### config.mk
export PLATFORM = sky130hd
export DESIGN_NAME = led_pwm_driver
export DESIGN_NICKNAME = d
export VERILOG_FILES = /design/src/rtl/led_pwm_driver_pkg.sv /design/src/rtl/led_pwm_driver_timebase.sv /design/src/rtl/led_pwm_driver.sv
export SDC_FILE = /design/constraint.sdc
export NUM_CORES = 1
export LEC_CHECK = 0
export ABC_AREA = 1
export CORE_MARGIN = 2
export CORE_UTILIZATION = 38
export DETAILED_ROUTE_END_ITERATION = 10
export PLACE_DENSITY = 0.76
export SKIP_LAST_GASP = 1
export SLEW_MARGIN = 25
export SYNTH_ARGS = -nofsm -noshare
export SYNTH_HDL_FRONTEND = slang
export SYNTH_HIERARCHICAL = 1
export SYNTH_SLANG_ARGS = --single-unit
### constraint.sdc
create_clock -name clk -period 2.15 [get_ports clk]
set_clock_uncertainty 0.1 [all_clocks]
set_input_delay 0.5375 -clock clk [delete_from_list [all_inputs] [get_ports clk]]
set_output_delay 0.5375 -clock clk [all_outputs]
set_load 0.03 [all_outputs]
### src/rtl/led_pwm_driver_pkg.sv
// Shared register map, reset constants and CTRL layout for led_pwm_driver.
package led_pwm_driver_pkg;

    localparam int unsigned DATA_W = 32;
    localparam int unsigned LED_W  = 8;

    localparam logic [3:0] LED_PWM_DUTY_OFS = 4'h8;
    localparam logic [3:0] LED_PWM_CTRL_OFS = 4'hC;

    localparam int unsigned CTRL_EN_BIT    = 0;
    localparam int unsigned CTRL_PRESC_LSB = 8;
    localparam int unsigned CTRL_BLINK_LSB = 16;

    localparam logic [7:0]  DUTY_RST = 8'hFF;
    localparam logic [31:0] CTRL_RST = 32'h1;

    typedef struct packed {
        logic [7:0] rsvd_hi;
        logic [7:0] blink;
        logic [7:0] presc;
        logic [6:0] rsvd_lo;
        logic       en;
    } ctrl_reg_t;

    // Assemble the CTRL read value; reserved bits always read 0.
    function automatic logic [31:0] ctrl_pack(input logic en, input logic [7:0] presc,
                                              input logic [7:0] blink);
        ctrl_reg_t r;
        r       = '0;
        r.en    = en;
        r.presc = presc;
        r.blink = blink;
        return r;
    endfunction

endpackage

### src/rtl/led_pwm_driver_timebase.sv
// Prescaler, PWM counter and period-start pulses (led_pwm_timebase).
module led_pwm_timebase
    import led_pwm_driver_pkg::*;
#(
    parameter int unsigned PRESC_W = 8,
    parameter int unsigned PWM_W   = 8
) (
    input  logic               clk,
    input  logic               rst,
    input  logic               en_i,
    input  logic [PRESC_W-1:0] presc_i,
    output logic [PWM_W-1:0]   pwm_cnt_o,
    output logic               wrap_c,
    output logic               start_c
);

    logic [PRESC_W-1:0] presc_cnt_q, presc_cnt_d;
    logic [PWM_W-1:0]   pwm_cnt_q, pwm_cnt_d;
    logic               run_q, run_d;
    logic               tick;

    always_ff @(posedge clk) begin
        if (rst) begin
            presc_cnt_q <= '0;
            pwm_cnt_q   <= '0;
            run_q       <= 1'b0;
        end else begin
            presc_cnt_q <= presc_cnt_d;
            pwm_cnt_q   <= pwm_cnt_d;
            run_q       <= run_d;
        end
    end

    // >= rather than == so lowering PRESC below the count ticks immediately.
    always_comb begin
        tick        = en_i && (presc_cnt_q >= presc_i);
        presc_cnt_d = presc_cnt_q + PRESC_W'(1);
        pwm_cnt_d   = pwm_cnt_q;
        run_d       = en_i;
        if (!en_i) begin
            presc_cnt_d = '0;
            pwm_cnt_d   = '0;
        end else if (tick) begin
            presc_cnt_d = '0;
            pwm_cnt_d   = pwm_cnt_q + PWM_W'(1);
        end
        wrap_c  = tick && (pwm_cnt_q == '1);
        // First enabled cycle after a disable also starts a fresh period.
        start_c = wrap_c || (en_i && !run_q);
    end

    assign pwm_cnt_o = pwm_cnt_q;

endmodule

### src/rtl/led_pwm_driver.sv
// LED pin driver with global PWM brightness; DUTY at 0x8, CTRL at 0xC.
// Define LED_BLINK_EN to build the CTRL.BLINK period-based blinker.
module led_pwm_driver
    import led_pwm_driver_pkg::*;
#(
    parameter int unsigned PRESC_W = 8,
    parameter int unsigned PWM_W   = 8
) (
    input  logic        clk,
    input  logic        rst,
    input  logic        rd_en_i,
    input  logic        wr_en_i,
    input  logic [31:0] addr_i,
    input  logic [31:0] data_i,
    output logic [31:0] data_o,
    input  logic [7:0]  leds_i,
    output logic [7:0]  leds_o
);

    logic [PWM_W-1:0]   duty_q, duty_d;
    logic [PWM_W-1:0]   duty_act_q, duty_act_d;
    logic               en_q, en_d;
    logic [PRESC_W-1:0] presc_q, presc_d;
    logic [LED_W-1:0]   leds_q, leds_d;
    logic [PWM_W-1:0]   pwm_cnt;
    logic               wrap_c, start_c;
    logic               duty_sel, ctrl_sel, duty_wr, ctrl_wr;
    logic               blink_on, gate;
    logic [7:0]         blink_rd;
    logic               unused_bits;

    assign unused_bits = ^{addr_i[31:4], data_i[31:16]};

    led_pwm_timebase #(
        .PRESC_W (PRESC_W),
        .PWM_W   (PWM_W)
    ) u_timebase (
        .clk       (clk),
        .rst       (rst),
        .en_i      (en_q),
        .presc_i   (presc_q),
        .pwm_cnt_o (pwm_cnt),
        .wrap_c    (wrap_c),
        .start_c   (start_c)
    );

    always_ff @(posedge clk) begin
        if (rst) begin
            duty_q     <= PWM_W'(DUTY_RST);
            duty_act_q <= PWM_W'(DUTY_RST);
            en_q       <= CTRL_RST[CTRL_EN_BIT];
            presc_q    <= PRESC_W'(CTRL_RST[CTRL_PRESC_LSB +: 8]);
            leds_q     <= '0;
        end else begin
            duty_q     <= duty_d;
            duty_act_q <= duty_act_d;
            en_q       <= en_d;
            presc_q    <= presc_d;
            leds_q     <= leds_d;
        end
    end

    always_comb begin
        duty_sel = (addr_i[3:0] == LED_PWM_DUTY_OFS);
        ctrl_sel = (addr_i[3:0] == LED_PWM_CTRL_OFS);
        duty_wr  = wr_en_i && duty_sel;
        ctrl_wr  = wr_en_i && ctrl_sel;
        duty_d   = duty_q;
        en_d     = en_q;
        presc_d  = presc_q;
        if (duty_wr) begin
            duty_d = data_i[PWM_W-1:0];
        end
        if (ctrl_wr) begin
            en_d    = data_i[CTRL_EN_BIT];
            presc_d = data_i[CTRL_PRESC_LSB +: PRESC_W];
        end
        // duty_d already carries a same-cycle DUTY write into the new period.
        duty_act_d = start_c ? duty_d : duty_act_q;
        gate   = en_q && blink_on && ((duty_act_q == '1) || (pwm_cnt < duty_act_q));
        leds_d = leds_i & {LED_W{gate}};
    end

`ifdef LED_BLINK_EN
    logic [7:0] blink_q, blink_d;
    logic [7:0] blink_cnt_q, blink_cnt_d;
    logic       phase_q, phase_d;

    always_ff @(posedge clk) begin
        if (rst) begin
            blink_q     <= CTRL_RST[CTRL_BLINK_LSB +: 8];
            blink_cnt_q <= '0;
            phase_q     <= 1'b1;
        end else begin
            blink_q     <= blink_d;
            blink_cnt_q <= blink_cnt_d;
            phase_q     <= phase_d;
        end
    end

    // Counts completed PWM periods; toggles phase every BLINK periods.
    always_comb begin
        blink_d     = blink_q;
        blink_cnt_d = blink_cnt_q;
        phase_d     = phase_q;
        if (ctrl_wr) begin
            blink_d = data_i[CTRL_BLINK_LSB +: 8];
        end
        if (blink_q == 8'd0) begin
            blink_cnt_d = '0;
            phase_d     = 1'b1;
        end else if (wrap_c) begin
            if (blink_cnt_q == (blink_q - 8'd1)) begin
                blink_cnt_d = '0;
                phase_d     = !phase_q;
            end else begin
                blink_cnt_d = blink_cnt_q + 8'd1;
            end
        end
    end

    assign blink_on = phase_q;
    assign blink_rd = blink_q;
`else
    assign blink_on = 1'b1;
    assign blink_rd = 8'd0;
`endif

    // Read mux is zero when unselected so it can be OR-ed onto the shared bus.
    always_comb begin
        data_o = '0;
        if (rd_en_i && duty_sel) begin
            data_o = DATA_W'(duty_q);
        end else if (rd_en_i && ctrl_sel) begin
            data_o = ctrl_pack(en_q, 8'(presc_q), blink_rd);
        end
    end

    assign leds_o = leds_q;

endmodule
Yosys cells after proc, flatten, opt, wreduce, memory -nomap -nowiden
Cells that the tools add are included.
{"block": "totals", "ff_bits": 50, "output_inout_bits": 40, "word_cells": 34}
{"block": "classes", "addsub": 2, "order_cmp": 2, "n_eq_ne": 4, "mux": 3, "bitwise_logic": 2, "reduce_logical": 13}
{"cell": "$mux 16", "count": 2}
{"cell": "$add 8x1->8 const B", "count": 2}
{"cell": "$eq 8x8->1 const B", "count": 2}
{"cell": "$and 8x8->8", "count": 1}
{"cell": "$eq 4x4->1 const B", "count": 2}
{"cell": "$ge 8x8->1", "count": 1}
{"cell": "$logic_and 1x1->1", "count": 8}
{"cell": "$lt 8x8->1", "count": 1}
{"cell": "$mux 8", "count": 1}
{"cell": "$reduce_or 3->1", "count": 1}
{"cell": "$logic_or 1x1->1", "count": 2}
{"cell": "$reduce_or 2->1", "count": 1}
{"cell": "$logic_not 1->1", "count": 1}
{"cell": "$not 1->1", "count": 1}

Logic depth before layout (Yosys ltp)
{"block": "depth", "word_depth": 4, "depth_mapped": 16, "ltp_nobuf": 13}

Hierarchy
The synthesis kept the hierarchy.
{"mod": "led_pwm_driver", "n_inst": 1, "cells_each": 213, "area_per_inst_um2": 1640.3}
{"mod": "led_pwm_timebase", "n_inst": 1, "cells_each": 139, "area_per_inst_um2": 1064.8}

Worst setup path before layout
OpenSTA, ideal clock, no wires.
{"block": "synth_timing", "kind": "reg-to-reg", "start": "register presc_q[7]", "end": "register duty_act_q[6]", "setup_time_ns": 0.138, "t_arrival_ns": 1.947, "required_time_ns": 1.912, "slack_ns": -0.035, "stages_incl_launch_ff": 13, "path_buffers": 3, "path_cell_list": "dfxtp_1 > inv_1 > ha_1 > nand2_2 > nor2_4 > nand4_4 > nand3_4 > buf_6 > nand4_2 > nand2_1 > buf_1 > clkbuf_1 > o211ai_1"}
{"block": "synth_via", "elab_chain_cells": 4}
{"item": "from (decl)", "line": "led_pwm_driver.sv:23", "source": "logic [PRESC_W-1:0] presc_q, presc_d;"}
{"item": "from (signal assigned)", "line": "led_pwm_driver.sv:52", "source": "presc_q <= PRESC_W'(CTRL_RST[CTRL_PRESC_LSB +: 8]);"}
{"item": "from (signal assigned)", "line": "led_pwm_driver.sv:58", "source": "presc_q <= presc_d;"}
{"item": "$ge 8x8->1", "line": "led_pwm_driver_timebase.sv:36", "source": "tick = en_i && (presc_cnt_q >= presc_i);"}
{"item": "$logic_and 1x1->1", "line": "led_pwm_driver_timebase.sv:36"}
{"item": "$logic_and 1x1->1", "line": "led_pwm_driver_timebase.sv:47", "source": "wrap_c = tick && (pwm_cnt_q == '1);"}
{"item": "$logic_or 1x1->1", "line": "led_pwm_driver_timebase.sv:49", "source": "start_c = wrap_c || (en_i && !run_q);"}
{"item": "net start_c", "line": "led_pwm_driver.sv:26", "source": "logic wrap_c, start_c;"}
{"item": "to (signal assigned)", "line": "led_pwm_driver.sv:50", "source": "duty_act_q <= PWM_W'(DUTY_RST);"}
{"item": "to (signal assigned)", "line": "led_pwm_driver.sv:56", "source": "duty_act_q <= duty_act_d;"}
{"item": "to (decl)", "line": "led_pwm_driver.sv:21", "source": "logic [PWM_W-1:0] duty_act_q, duty_act_d;"}
The timed path passes the listed nets, and every way through them passes these cells.
A chain may end at the register's enable or synchronous reset.

Worst setup path in the final report
{"block": "layout_timing", "start": "input addr_i[0]", "end": "output data_o[15]"}
{"block": "layout_via", "elab_chain_cells": 4, "word_cells_on_any_way": 6}
{"item": "from (decl)", "line": "led_pwm_driver.sv:13", "source": "input logic [31:0] addr_i,"}
{"item": "$eq 4x4->1", "line": "led_pwm_driver.sv:65", "source": "ctrl_sel = (addr_i[3:0] == LED_PWM_CTRL_OFS);"}
{"item": "$logic_and 1x1->1", "line": "led_pwm_driver.sv:134", "source": "end else if (rd_en_i && ctrl_sel) begin"}
{"item": "$mux 16", "line": "led_pwm_driver.sv:134"}
{"item": "$mux 16 (*)", "line": "led_pwm_driver.sv:132", "source": "if (rd_en_i && duty_sel) begin"}
{"item": "to (decl)", "line": "led_pwm_driver.sv:15", "source": "output logic [31:0] data_o,"}
Mark *: on every way between the ends. The rest lies on a longest branch, timed or not.

==> impl_results.md <==
- Ant diodes: 0
- CTS sink cnt: 50
- Drc violations: 0
- I/O Pins: 116
- CP endpoint kind: primary output
- Num CTS Buffers: 5
- Cell area power density: 534 nW/um^2
- Area grow syn2layout: 26.8%
- Peak VDD IR: 0.341 mV
- Setup WS pre-CTS: -203 ps
- F_max: 475 MHz
- Overall die area: 7800 sq um
- Fin cells: 510
- Run status: complete, no violations
- I/O Buffers: 55
- DP HPWL: 4180 um
- Core ar.: 6830 sq um
- Max layer used: met4
- Final RePlAce weighted congestion: 0.818
- First-pass detailed-route iteration total: 6
- Global-route wire length before repair: 8870 um
- Reg2reg start: u_timebase/pwm_cnt_o[0]
- Met3 wire length: 305 um
- CP Max Fanout: 8
- Yosys warns: 6
- Final nets: 508
- Minimum clock period: 2100 ps
- CTS tree: built
- Worst EP required: 1510 ps
- Gr ovfl total: 0
- Final worst setup slack: 46.7 ps
- Vias per Instance: 4.38
- Vias in the first global route: 2083
- CTS H-tree lvls: 2
- Met2 routed WL: 2540 um
- Syn Inst Count: 351
- RSZ-0062 raised after global routing: yes
- Post-synthesis average cell area: 7.70 sq um
- Starting Density: 39.5%
- CP startpoint kind: input port
- Final hold vios: 0
- Antenna-violating nets left: 0
- Iteration-0 DRC count of the detailed router: 28
- GRT Util Overall: 14.2%
- CP arrival: 1470 ps
- Metal1 wirelength: 2460 um
- Avg WL per Cell: 10.5 um
- Min-delay src: presc_q[7]
- Placed insts: 504
- Die Height: 88.3 um
- DIE WIDTH: 88.3 um
- Synthesized area: 2700 sq um
- Static Leak: 1.66 nW
- Via count: 2235
- Final Cycle Share: 97.8%
- Fin. max-slew vios: 0
- Total of max-cap violations: 0
- Crit path from: addr_i[0]
- WS Path Type: in -> out
- Final setup violation count: 0
- Initial antenna violation count: 0
- Worst hold path class: reg -> reg
- Detailed Route WL: 5330 um
- Root Driver: clkbuf_8
- Largest net degree at the start of global routing: 25
- Share of layout cells above drive strength 1: 19.1%
- Clock Path Buffers: 2
- Clock insertion delay at the later pin of the skew report: 290 ps
- Rows: 30
- Clk pin slew, worst setup/hold paths: 80 ps
flip-flops by register name, indices dropped and copies added, names as in the netlist:
signal                  flops
duty_act_q                  8
duty_q                      8
en_q                        1
leds_o                      8
presc_q                     8
u_timebase/presc_cnt_q      8
u_timebase/pwm_cnt_o        8
u_timebase/run_q            1
per-stage QoR:
stage                     util, %  setup TNS [ps]  instance area [sq um]  power, W  hold WS, ps
after CTS                    49.9               0                   3410   0.00185          377
after floorplan                 -               0                   2760   0.00122          341
after detailed placement     48.3           -3070                   3300   0.00132          364
final                        50.1               0                   3420   0.00183          380
after global routing         50.1           -21.6                   3420   0.00193          406
after global placement       48.3           -2970                   3300   0.00131          363
final timing paths:
| kind | to | slack, ps | cells after the start |
|---|---|---|---|
| setup / recovery | data_o[15] | 50 | 6 |
| hold / removal | presc_q[7] | 380 | 2 |
| setup reg to reg | duty_act_q[0] | 270 | 9 |
| hold reg to reg | presc_q[7] | 380 | 2 |
per-layer routing:
| layer | vias up | track usage [%] |
|---|---|---|
| li1 | 1192 | - |
| met2 | 56 | 25.7 |
| met4 | 0 | 3.72 |
| met1 | 985 | 16.5 |
| met5 | - | 0 |
| met3 | 2 | 3.82 |
power breakdown:
group	switching (W)	total [W]	internal, W
clock	0.000280	0.000529	0.000249
combinational	0.000189	0.000322	0.000133
sequential	0.0000182	0.000977	0.000959
worst max-delay path, stage by stage:
cell,delay (ps)
dlygate4sd2_1,260
nor2_4,150
nand3_2,100
buf_6,160
nor2_1,90
buf_4,160
area by class of cell:
cell class	instances	area [sq um]
tap	96	120
sequential	50	1000
fill	667	3410
multi-input combinational	239	1430
clock buffer	6	82.6
inverter	54	203
timing repair buffer	65	587
layout by cell type, fill, tap and decap left out, types with 4 or more instances in the layout:
cell	instances
conb_1	16
o21ai_0	10
clkbuf_8	6
nand3_1	5
nor2_1	41
dlygate4sd2_1	5
nor2_4	6
clkdlybuf4s50_1	34
o211ai_1	8
nand2_1	58
a21oi_2	11
buf_4	24
nand2_2	4
dfxtp_1	50
inv_1	53
a21oi_1	17
nor2_2	13
or2_1	8
ha_1	17
what timing repair did:
action                                  in CTS  in global routing
setup buffers                                0                  0
gates resized for setup                     16                  6
endpoints found under the setup margin      16                 16
hold buffers                                 0                  0
cloned                                       0                  0
pin swaps                                    3                  2
Note: power is estimated with default switching activity, not from simulation.
